===== src/rtl/keypad_pkg.sv =====
// Shared types and helpers for the 4x4 matrix keypad scanner.
package keypad_pkg;

  localparam int KP_COLS = 4;
  localparam int KP_ROWS = 4;

  typedef enum logic [1:0] {
    IDLE        = 2'd0,
    PRESS_CHK   = 2'd1,
    HELD        = 2'd2,
    RELEASE_CHK = 2'd3
  } kp_state_t;

  typedef enum logic [1:0] {
    NONE   = 2'd0,
    SINGLE = 2'd1,
    MULTI  = 2'd2
  } frame_cls_t;

  typedef struct packed {
    frame_cls_t cls;
    logic [3:0] code;
  } frame_res_t;

  // Count the pressed keys in a frame map; the code is only meaningful
  // when exactly one key is down.
  function automatic frame_res_t classify(input logic [15:0] map);
    frame_res_t res;
    int         n;
    n        = 0;
    res.code = 4'd0;
    for (int i = 0; i < 16; i++) begin
      if (map[i]) begin
        n        = n + 1;
        res.code = 4'(i);
      end
    end
    if (n == 0)      res.cls = NONE;
    else if (n == 1) res.cls = SINGLE;
    else             res.cls = MULTI;
    return res;
  endfunction

endpackage


===== src/rtl/sync_2ff.sv =====
// Two-flop synchroniser for asynchronous level inputs.
module sync_2ff #(
  parameter int              WIDTH   = 4,
  parameter logic [WIDTH-1:0] RST_VAL = '1
) (
  input  logic             clk,
  input  logic             rst,
  input  logic [WIDTH-1:0] d,
  output logic [WIDTH-1:0] q
);

  logic [WIDTH-1:0] meta_p0;

  // Metastability filter: two back-to-back flops, reset to the idle level.
  always_ff @(posedge clk or posedge rst) begin
    if (rst) begin
      meta_p0 <= RST_VAL;
      q       <= RST_VAL;
    end else begin
      meta_p0 <= d;
      q       <= meta_p0;
    end
  end

endmodule


===== src/rtl/keypad_scan.sv =====
// 4x4 active-low keypad column scanner with frame-based debounce.
module keypad_scan
  import keypad_pkg::*;
#(
  parameter int SCAN_DIV     = 50000,
  parameter int DEBOUNCE_CNT = 4
) (
  input  logic       clk,
  input  logic       rst,
  input  logic       busy,
  input  logic [3:0] row_n,
  output logic [3:0] col_n,
  output logic [3:0] key_code,
  output logic       key_valid,
  output logic       key_down
);

  localparam int               DIV_W    = $clog2(SCAN_DIV);
  localparam int               CNT_W    = $clog2(DEBOUNCE_CNT + 1);
  localparam logic [DIV_W-1:0] DIV_LAST = DIV_W'(SCAN_DIV - 1);
  localparam logic [CNT_W-1:0] CNT_MAX  = CNT_W'(DEBOUNCE_CNT);
  localparam logic [CNT_W-1:0] CNT_ONE  = CNT_W'(1);

  logic [3:0]       row_s;
  logic [DIV_W-1:0] div;
  logic [1:0]       col;
  logic [1:0]       col_nxt;
  logic [15:0]      map;
  logic [15:0]      map_cur;
  logic             sample;
  logic             frame_done;
  frame_res_t       res;

  kp_state_t        state, state_n;
  logic [3:0]       cand, cand_n;
  logic [CNT_W-1:0] cnt, cnt_n, cnt_inc;
  logic [3:0]       code_n;
  logic             valid_n;
  logic             down_n;

  sync_2ff #(
    .WIDTH   (KP_ROWS),
    .RST_VAL ('1)
  ) u_row_sync (
    .clk (clk),
    .rst (rst),
    .d   (row_n),
    .q   (row_s)
  );

  assign sample     = (div == DIV_LAST) && !busy;
  assign frame_done = sample && (col == 2'd3);
  assign col_nxt    = col + 2'd1;
  assign cnt_inc    = (cnt >= CNT_MAX) ? CNT_MAX : cnt + CNT_ONE;

  // Merge the current column's pressed rows into the frame map and classify.
  always_comb begin
    map_cur = map;
    for (int r = 0; r < KP_ROWS; r++) begin
      if (!row_s[r]) map_cur[{2'(r), col}] = 1'b1;
    end
    res = classify(map_cur);
  end

  // Dwell/column counters, column drive and frame map; busy restarts the scan.
  always_ff @(posedge clk or posedge rst) begin
    if (rst) begin
      div   <= '0;
      col   <= 2'd0;
      map   <= '0;
      col_n <= 4'b1110;
    end else if (busy) begin
      div   <= '0;
      col   <= 2'd0;
      map   <= '0;
      col_n <= 4'b1110;
    end else if (div == DIV_LAST) begin
      div   <= '0;
      col   <= col_nxt;
      col_n <= ~(4'b0001 << col_nxt);
      map   <= frame_done ? 16'd0 : map_cur;
    end else begin
      div <= div + 1'b1;
    end
  end

  // Debounce state and output registers.
  always_ff @(posedge clk or posedge rst) begin
    if (rst) begin
      state     <= IDLE;
      cand      <= 4'd0;
      cnt       <= '0;
      key_code  <= 4'd0;
      key_valid <= 1'b0;
      key_down  <= 1'b0;
    end else begin
      state     <= state_n;
      cand      <= cand_n;
      cnt       <= cnt_n;
      key_code  <= code_n;
      key_valid <= valid_n;
      key_down  <= down_n;
    end
  end

  // Debounce next-state: evaluated only on a completed, non-busy frame.
  always_comb begin
    state_n = state;
    cand_n  = cand;
    cnt_n   = cnt;
    code_n  = key_code;
    down_n  = key_down;
    valid_n = 1'b0;
    if (frame_done) begin
      case (state)
        IDLE: begin
          if (res.cls == SINGLE) begin
            cand_n = res.code;
            cnt_n  = CNT_ONE;
            if (DEBOUNCE_CNT == 1) begin
              state_n = HELD;
              code_n  = res.code;
              valid_n = 1'b1;
              down_n  = 1'b1;
            end else begin
              state_n = PRESS_CHK;
            end
          end
        end
        PRESS_CHK: begin
          if (res.cls == SINGLE && res.code == cand) begin
            cnt_n = cnt_inc;
            if (cnt_inc == CNT_MAX) begin
              state_n = HELD;
              code_n  = cand;
              valid_n = 1'b1;
              down_n  = 1'b1;
            end
          end else begin
            state_n = IDLE;
          end
        end
        HELD: begin
          if (res.cls == NONE) begin
            cnt_n = CNT_ONE;
            if (DEBOUNCE_CNT == 1) begin
              state_n = IDLE;
              down_n  = 1'b0;
            end else begin
              state_n = RELEASE_CHK;
            end
          end
        end
        RELEASE_CHK: begin
          if (res.cls == NONE) begin
            cnt_n = cnt_inc;
            if (cnt_inc == CNT_MAX) begin
              state_n = IDLE;
              down_n  = 1'b0;
            end
          end else begin
            state_n = HELD;
          end
        end
        default: state_n = IDLE;
      endcase
    end
  end

endmodule


===== config.mk =====
export PLATFORM = sky130hd
export DESIGN_NAME = keypad_scan
export DESIGN_NICKNAME = d
export VERILOG_FILES = /design/src/rtl/keypad_pkg.sv /design/src/rtl/sync_2ff.sv /design/src/rtl/keypad_scan.sv
export SDC_FILE = /design/constraint.sdc
export NUM_CORES = 1
export LEC_CHECK = 0
export CAP_MARGIN = 30
export CORE_ASPECT_RATIO = 0.7
export CORE_MARGIN = 10
export CORE_UTILIZATION = 45
export CTS_BUF_LIST = sky130_fd_sc_hd__clkbuf_2 sky130_fd_sc_hd__clkbuf_4 sky130_fd_sc_hd__clkbuf_8
export DETAILED_ROUTE_END_ITERATION = 7
export SLEW_MARGIN = 15
export SYNTH_ARGS = -nofsm -noshare
export SYNTH_HDL_FRONTEND = slang
export SYNTH_HIERARCHICAL = 1
export SYNTH_SLANG_ARGS = --single-unit

===== constraint.sdc =====
create_clock -name clk -period 10 [get_ports clk]
set_clock_uncertainty 0.15 [all_clocks]
set_input_delay 1.5 -clock clk [delete_from_list [all_inputs] [get_ports clk]]
set_output_delay 1.5 -clock clk [all_outputs]
set_load 0.05 [all_outputs]

==> results.json, run 1 <==
{
  "run_status": "complete, no violations",
  "postLayoutCoreUtil_pct": 56.5,
  "required_ns": 10.07,
  "async_flop_share_pct": 100,
  "netlist_top_cells_area": "dfrtp_1 26%, ha_1 6.2%, dfstp_2 5.9%",
  "cts_tree": "built",
  "cp_max_fo": 5,
  "n_antenna_cell": 0,
  "drt-total-wl_um": 12200,
  "syn_nets": 581,
  "top_layer_used": "met4",
  "ant_nets": 0,
  "regArea_mm2": 0.00154,
  "r2r-start": "col[1]",
  "track_usage_pct": 16.1,
  "grt_max_degree": 32,
  "period_share_pct": 95.6,
  "tns_ns": 0,
  "synth-seq-cells": 61,
  "hold_path.class": "reg2reg",
  "yosysSeqAreaShare_pct": 31.6,
  "timing.fmax_mhz": 105,
  "io_buffers": 16,
  "cts_buffer_depth": 2,
  "antenna_found_initial": 0,
  "clk_latency_ns": 0.34,
  "worst_slew_pin_slew_ns": 0.752,
  "slowest_delay_ns": 0.54,
  "synth_area_per_cell_um2": 8.87,
  "power_per_cell_area_mw_per_mm2": 95.5,
  "drive_above_1_share_pct": 23.5,
  "netlist_area_mm2": 0.00488,
  "coreArea_mm2": 0.0105,
  "worstReg2RegEnd": "cnt[0]",
  "m1WireLength_um": 6100,
  "yosysTopAreaCell": "dfrtp_1",
  "relSlewSlack_pct": 49.9,
  "drtIter0Drc": 257,
  "cts_root_buf": "clkbuf_8",
  "gr-total-overflow": 0,
  "syn_inst": 550,
  "critPathCapture": "cnt[0]",
  "ff2ff_setup_slack_ns": 0.44,
  "p_leak_nw": 2.59,
  "dieArea_mm2": 0.0155,
  "cpMostUsedCell": "ha_1",
  "start_util_pct": 46.6,
  "startpoint_type": "flip-flop",
  "cp-end-kind": "flip-flop",
  "drv_cap": 0,
  "ys_types": 77,
  "drc_errors": 0,
  "rows": 31,
  "layout_min_cycle_time_ns": 9.56,
  "path_clk_slew_ns": 0.08,
  "fill_cells": 975,
  "fin_nets": 630,
  "dr_wl_met3_um": 561,
  "met2WireLength_um": 5420,
  "grt_pass1_wl_um": 20500,
  "synth_top_area_share_pct": 25.7,
  "ys.flop_type": "dfrtp_1",
  "criticalPathCategory": "reg2reg",
  "clock-sinks": 61,
  "die_x_um": 144,
  "place_hpwl_um": 8840,
  "multi_input_area_mm2": 0.00351,
  "cp-startpoint": "col[1]",
  "drv_slew": 0,
  "cts-hold-fix-buffers": 0,
  "htree_levels": 3,
  "syn_to_final_growth_pct": 21.3,
  "place_congestion": 0.857,
  "ys_warn_count": 6,
  "setup-violations-final": 0,
  "hold_viol": 0,
  "ios": 17,
  "firstDrtPassIters": 5,
  "synth-edff-count": 0,
  "r2r_cells": 50,
  "viasPerCell": 5.68,
  "die_y_um": 107,
  "grt_pass1_vias": 4182,
  "arrival_ns": 9.63,
  "ir_drop_v": 0.0000813,
  "cts_buffers": 9,
  "cpMaxStageDelayCell": "or4_4",
  "vias": 4176,
  "post_drt_wl_per_cell_um": 16.6
}
## critical path: cells and delay by family, from the launching register on
family                     cells  cell delay (ns)
AOI/OAI and AO/OA             12             1.48
xor gates and xnor gates       1             0.15
adders and majority gates     14             3.68
buffers and inverters          4             0.39
DFF                            1             0.39
muxes                          3             0.79
and+or+nand+nor               16             2.38
## repair_timing
item                                    in CTS  in global routing
buffers inserted                            11                  8
gates resized for setup                     27                 36
endpoints found under the setup margin      15                 15
pin swaps                                   13                 22
endpoints found under the hold margin        0                  0
## stage by stage
step	setup WS, ns	cell area (um^2)	instances	power, mW	hold slack, ns
finish	0.445	5910	735	0.565	0.205
global route	-0.0588	5910	735	0.595	0.206
CTS	0.0378	5670	727	0.549	0.206
detailed placement	-0.465	5290	701	0.338	0.197
global placement	-0.194	5270	700	0.334	0.197
floorplan	0.00289	4890	550	0.316	0.195
## per-layer routing
metal  track usage, %  up-vias
li1                 -     2063
met1             23.1     2008
met2             24.1       94
met3             3.31       11
met4             3.96        0
met5                0        -
## cell type report
class | count | area share (%)
Inverter | 24 | 1.52
Timing Repair Buffer | 51 | 7.43
Tap cell | 132 | 2.79
Clock buffer | 10 | 2.33
Clock inverter | 5 | 0.613
Sequential cell | 61 | 26.0
Multi-Input combinational cell | 452 | 59.3
## placed cells by master, fill, tap and decap left out, drive strengths merged, types with 14 or more instances in the layout
cell / n
dfrtp: 50
xor2: 21
and2: 14
ha: 24
inv: 25
clkdlybuf4s50: 16
a21oi: 47
nand3: 25
nor2: 52
buf: 35
xnor2: 38
nand2: 57
o21ai: 22
## sequential cells by signal, summed over array words and instances (netlist names)
signal / flops
col_n: 4
state: 2
div: 16
key_code: 4
col: 2
key_down: 1
cnt: 3
u_row_sync/meta_p0: 4
cand: 4
key_valid: 1
u_row_sync/q: 4
map: 16
## worst min path at each step
stage	from	endpoint	slack, ns	cells after the start
floorplan	u_row_sync/meta_p0[0]	u_row_sync/q[0]	0.20	0
global placement	u_row_sync/meta_p0[2]	u_row_sync/q[2]	0.20	0
detailed placement	u_row_sync/meta_p0[0]	u_row_sync/q[0]	0.20	0
CTS	u_row_sync/meta_p0[0]	u_row_sync/q[0]	0.21	0
global route	u_row_sync/meta_p0[3]	u_row_sync/q[3]	0.21	0
finish	u_row_sync/meta_p0[0]	u_row_sync/q[0]	0.21	0
## report_power, final
part / total [mW] / switching (mW) / internal (mW)
registers: 0.253 / 0.00257 / 0.251
clock network: 0.196 / 0.100 / 0.0956
logic: 0.116 / 0.0641 / 0.0517
## synthesized netlist by cell type (all sizes together) (3+ instances only)
library cell,n
a21oi,47
mux2,12
and3,10
nand3,25
dfrtp,50
nand4b,3
inv,24
dfstp,11
and2,14
a21boi,4
a21o,9
nand4,4
o21ai,22
buf,4
a41oi,3
a31oi,4
nand2b,10
xnor2,38
xor2,21
o31a,3
xnor3,5
a211o,4
mux2i,7
or2,5
a211oi,5
nor2b,8
nor3,10
clkbuf,9
nand2,57
ha,24
nor2,52
or4,4
nor4,4
o31ai,5
## kinds of logic after synthesis
family	after synthesis	share of synthesized area, %
fa+ha+maj	24	6.16
flops	61	31.6
compound gates	130	17.8
xor+xnor	65	14.7
simple gates	214	22.4
buf+inv	37	3.00
mux	19	4.29
Power figures use the tool's default switching activity.
==> inputs of run 2 (changes only) <==
clock period = 11.35 ns   (was 10 ns; I/O delays follow)
==> run 2 against run 1 <==
Against the previous run:
- total power decreased by 13%
- setup slack improved by 0.30 ns
- cell area decreased by 7.5%
- cell count decreased by 3.5%
- largest power group unchanged
- sequential power decreased by 12%
- clock power about the same
==> results.json, run 2 (synthesized netlist as in run 1, its figures left out) <==
{
  "run_status": "complete, no violations",
  "cts_root_buf": "clkbuf_8",
  "grt.met1_usage_pct": 22.3,
  "dieArea_mm2": 0.0155,
  "path_clk_slew_ns": 0.08,
  "postLayoutCoreUtil_pct": 52.3,
  "cp_max_fo": 11,
  "fin_ws_ns": 0.749,
  "drtIter0Drc": 211,
  "cpMostUsedCell": "ha_1",
  "cts-hold-fix-buffers": 0,
  "post_drt_wl_per_cell_um": 15.8,
  "die_y_um": 107,
  "relSlewSlack_pct": 48.5,
  "final_cell_mix": "57 x nand2_1, 51 x nor2_1, 50 x dfrtp_1",
  "ios": 17,
  "fill_cells": 989,
  "power_per_cell_area_mw_per_mm2": 89.6,
  "met2_usage_pct": 22.2,
  "drive_above_1_share_pct": 14.0,
  "cts_tree": "built",
  "arrival_ns": 10.67,
  "layout_min_cycle_time_ns": 10.60,
  "fin_area_mm2": 0.00547,
  "firstDrtPassIters": 5,
  "drv_slew": 0,
  "period_share_pct": 93.4,
  "place_hpwl_um": 8370,
  "reg_top3": "div x16, map x16",
  "drv_cap": 0,
  "n_antenna_cell": 0,
  "worst_slew_pin_slew_ns": 0.753,
  "criticalPathCategory": "reg2reg",
  "p_leak_nw": 2.42,
  "hold_path.class": "reg2reg",
  "layout.cells.non_filler": 709,
  "cts_buffers": 9,
  "required_ns": 11.42,
  "io_buffers": 16,
  "clock-sinks": 61,
  "final_common_cell": "nand2_1",
  "setup-violations-final": 0,
  "timing.fmax_mhz": 94.3,
  "antenna_found_initial": 0,
  "placed_cells": 687,
  "die_x_um": 144,
  "vias": 4048,
  "viasPerCell": 5.71,
  "drc_errors": 0,
  "place_congestion": 0.858,
  "htree_levels": 3,
  "track_usage_pct": 15.1,
  "clk_latency_ns": 0.34,
  "startpoint_type": "flip-flop",
  "ir_drop_v": 0.000107,
  "met3_usage_pct": 2.78,
  "grt_max_degree": 54,
  "ant_nets": 0,
  "start_util_pct": 46.6,
  "busiest_layer": "met1",
  "fin_hold_ws_ns": 0.201,
  "gr-total-overflow": 0,
  "grt_pass1_wl_um": 19400,
  "dp_slack_ns": 0.146,
  "drt-total-wl_um": 11200,
  "cts_buffer_depth": 2,
  "hold_viol": 0,
  "syn_to_final_growth_pct": 12.2,
  "rows": 31,
  "fin_nets": 603,
  "cpMaxStageDelayCell": "or4_1",
  "slowest_delay_ns": 0.58,
  "coreArea_mm2": 0.0105,
  "grt_pass1_vias": 4029,
  "cp-end-kind": "flip-flop",
  "postPlaceCellArea_mm2": 0.00516
}
[run 2: final timing paths]
kind                       slack [ns]         endpoint  depth (start not counted)                   from
max                              0.75           cnt[0]                         50                 col[0]
min                              0.20  u_row_sync/q[0]                          0  u_row_sync/meta_p0[0]
max reg2reg                      0.75           cnt[0]                         50                 col[0]
min reg2reg                      0.20  u_row_sync/q[0]                          0  u_row_sync/meta_p0[0]
max in group asynchronous        8.86          map[13]                          3                    rst
min in group asynchronous        1.74           div[4]                          3                    rst
[run 2: repair_timing]
item,CTS,global route
setup buffers,0,5
resized for setup,0,15
endpoints found under the setup margin,0,15
[run 2: metal layers]
layer | vias to the layer above | wire [um]
li1 | 1996 | -
met1 | 1947 | 5980
met2 | 89 | 4710
met3 | 16 | 407
met4 | 0 | 118
met5 | - | 0
[run 2: layout make-up]
cell class                      instances  area (um^2)  share of cell area (%)
Clock inverter                          7         75.1                    1.37
Clock buffer                            9          124                    2.26
Tap cell                              132          165                    3.02
Multi-Input combinational cell        452         3260                    59.5
Timing Repair Buffer                   24          220                    4.02
Sequential cell                        61         1540                    28.1
Inverter                               24         90.1                    1.65
[run 2: worst max-delay path, delay by kind of cell (launching register included)]
family,cells,cell delay [ns]
compound gates,10,1.25
simple gates,18,3.11
fa+ha+maj,14,3.95
flops,1,0.47
buf+inv,4,0.51
mux,4,1.09
[run 2: per-stage QoR]
| step | setup TNS, ns | power, mW |
|---|---|---|
| 4_1_cts | 0 | 0.493 |
| 6_report | 0 | 0.490 |
| 5_1_grt | -0.0681 | 0.516 |
| 2_1_floorplan | 0 | 0.278 |
| 3_3_place_gp | 0 | 0.291 |
| 3_5_place_dp | 0 | 0.293 |
[run 2: report_power, final]
part	switching, mW	internal [mW]	leakage (nW)
logic	0.0430	0.0290	1.52
registers	0.00176	0.221	0.802
clock network	0.0933	0.102	0.104
total	0.138	0.352	2.42
==> inputs of run 3 (changes only) <==
CTS_BUF_LIST = sky130_fd_sc_hd__clkbuf_8   (was sky130_fd_sc_hd__clkbuf_2 sky130_fd_sc_hd__clkbuf_4 sky130_fd_sc_hd__clkbuf_8)
HOLD_SLACK_MARGIN = 0.06   (was default)
==> results of run 3 <==
Final layout, timing and power as in run 2 (identical DEF).
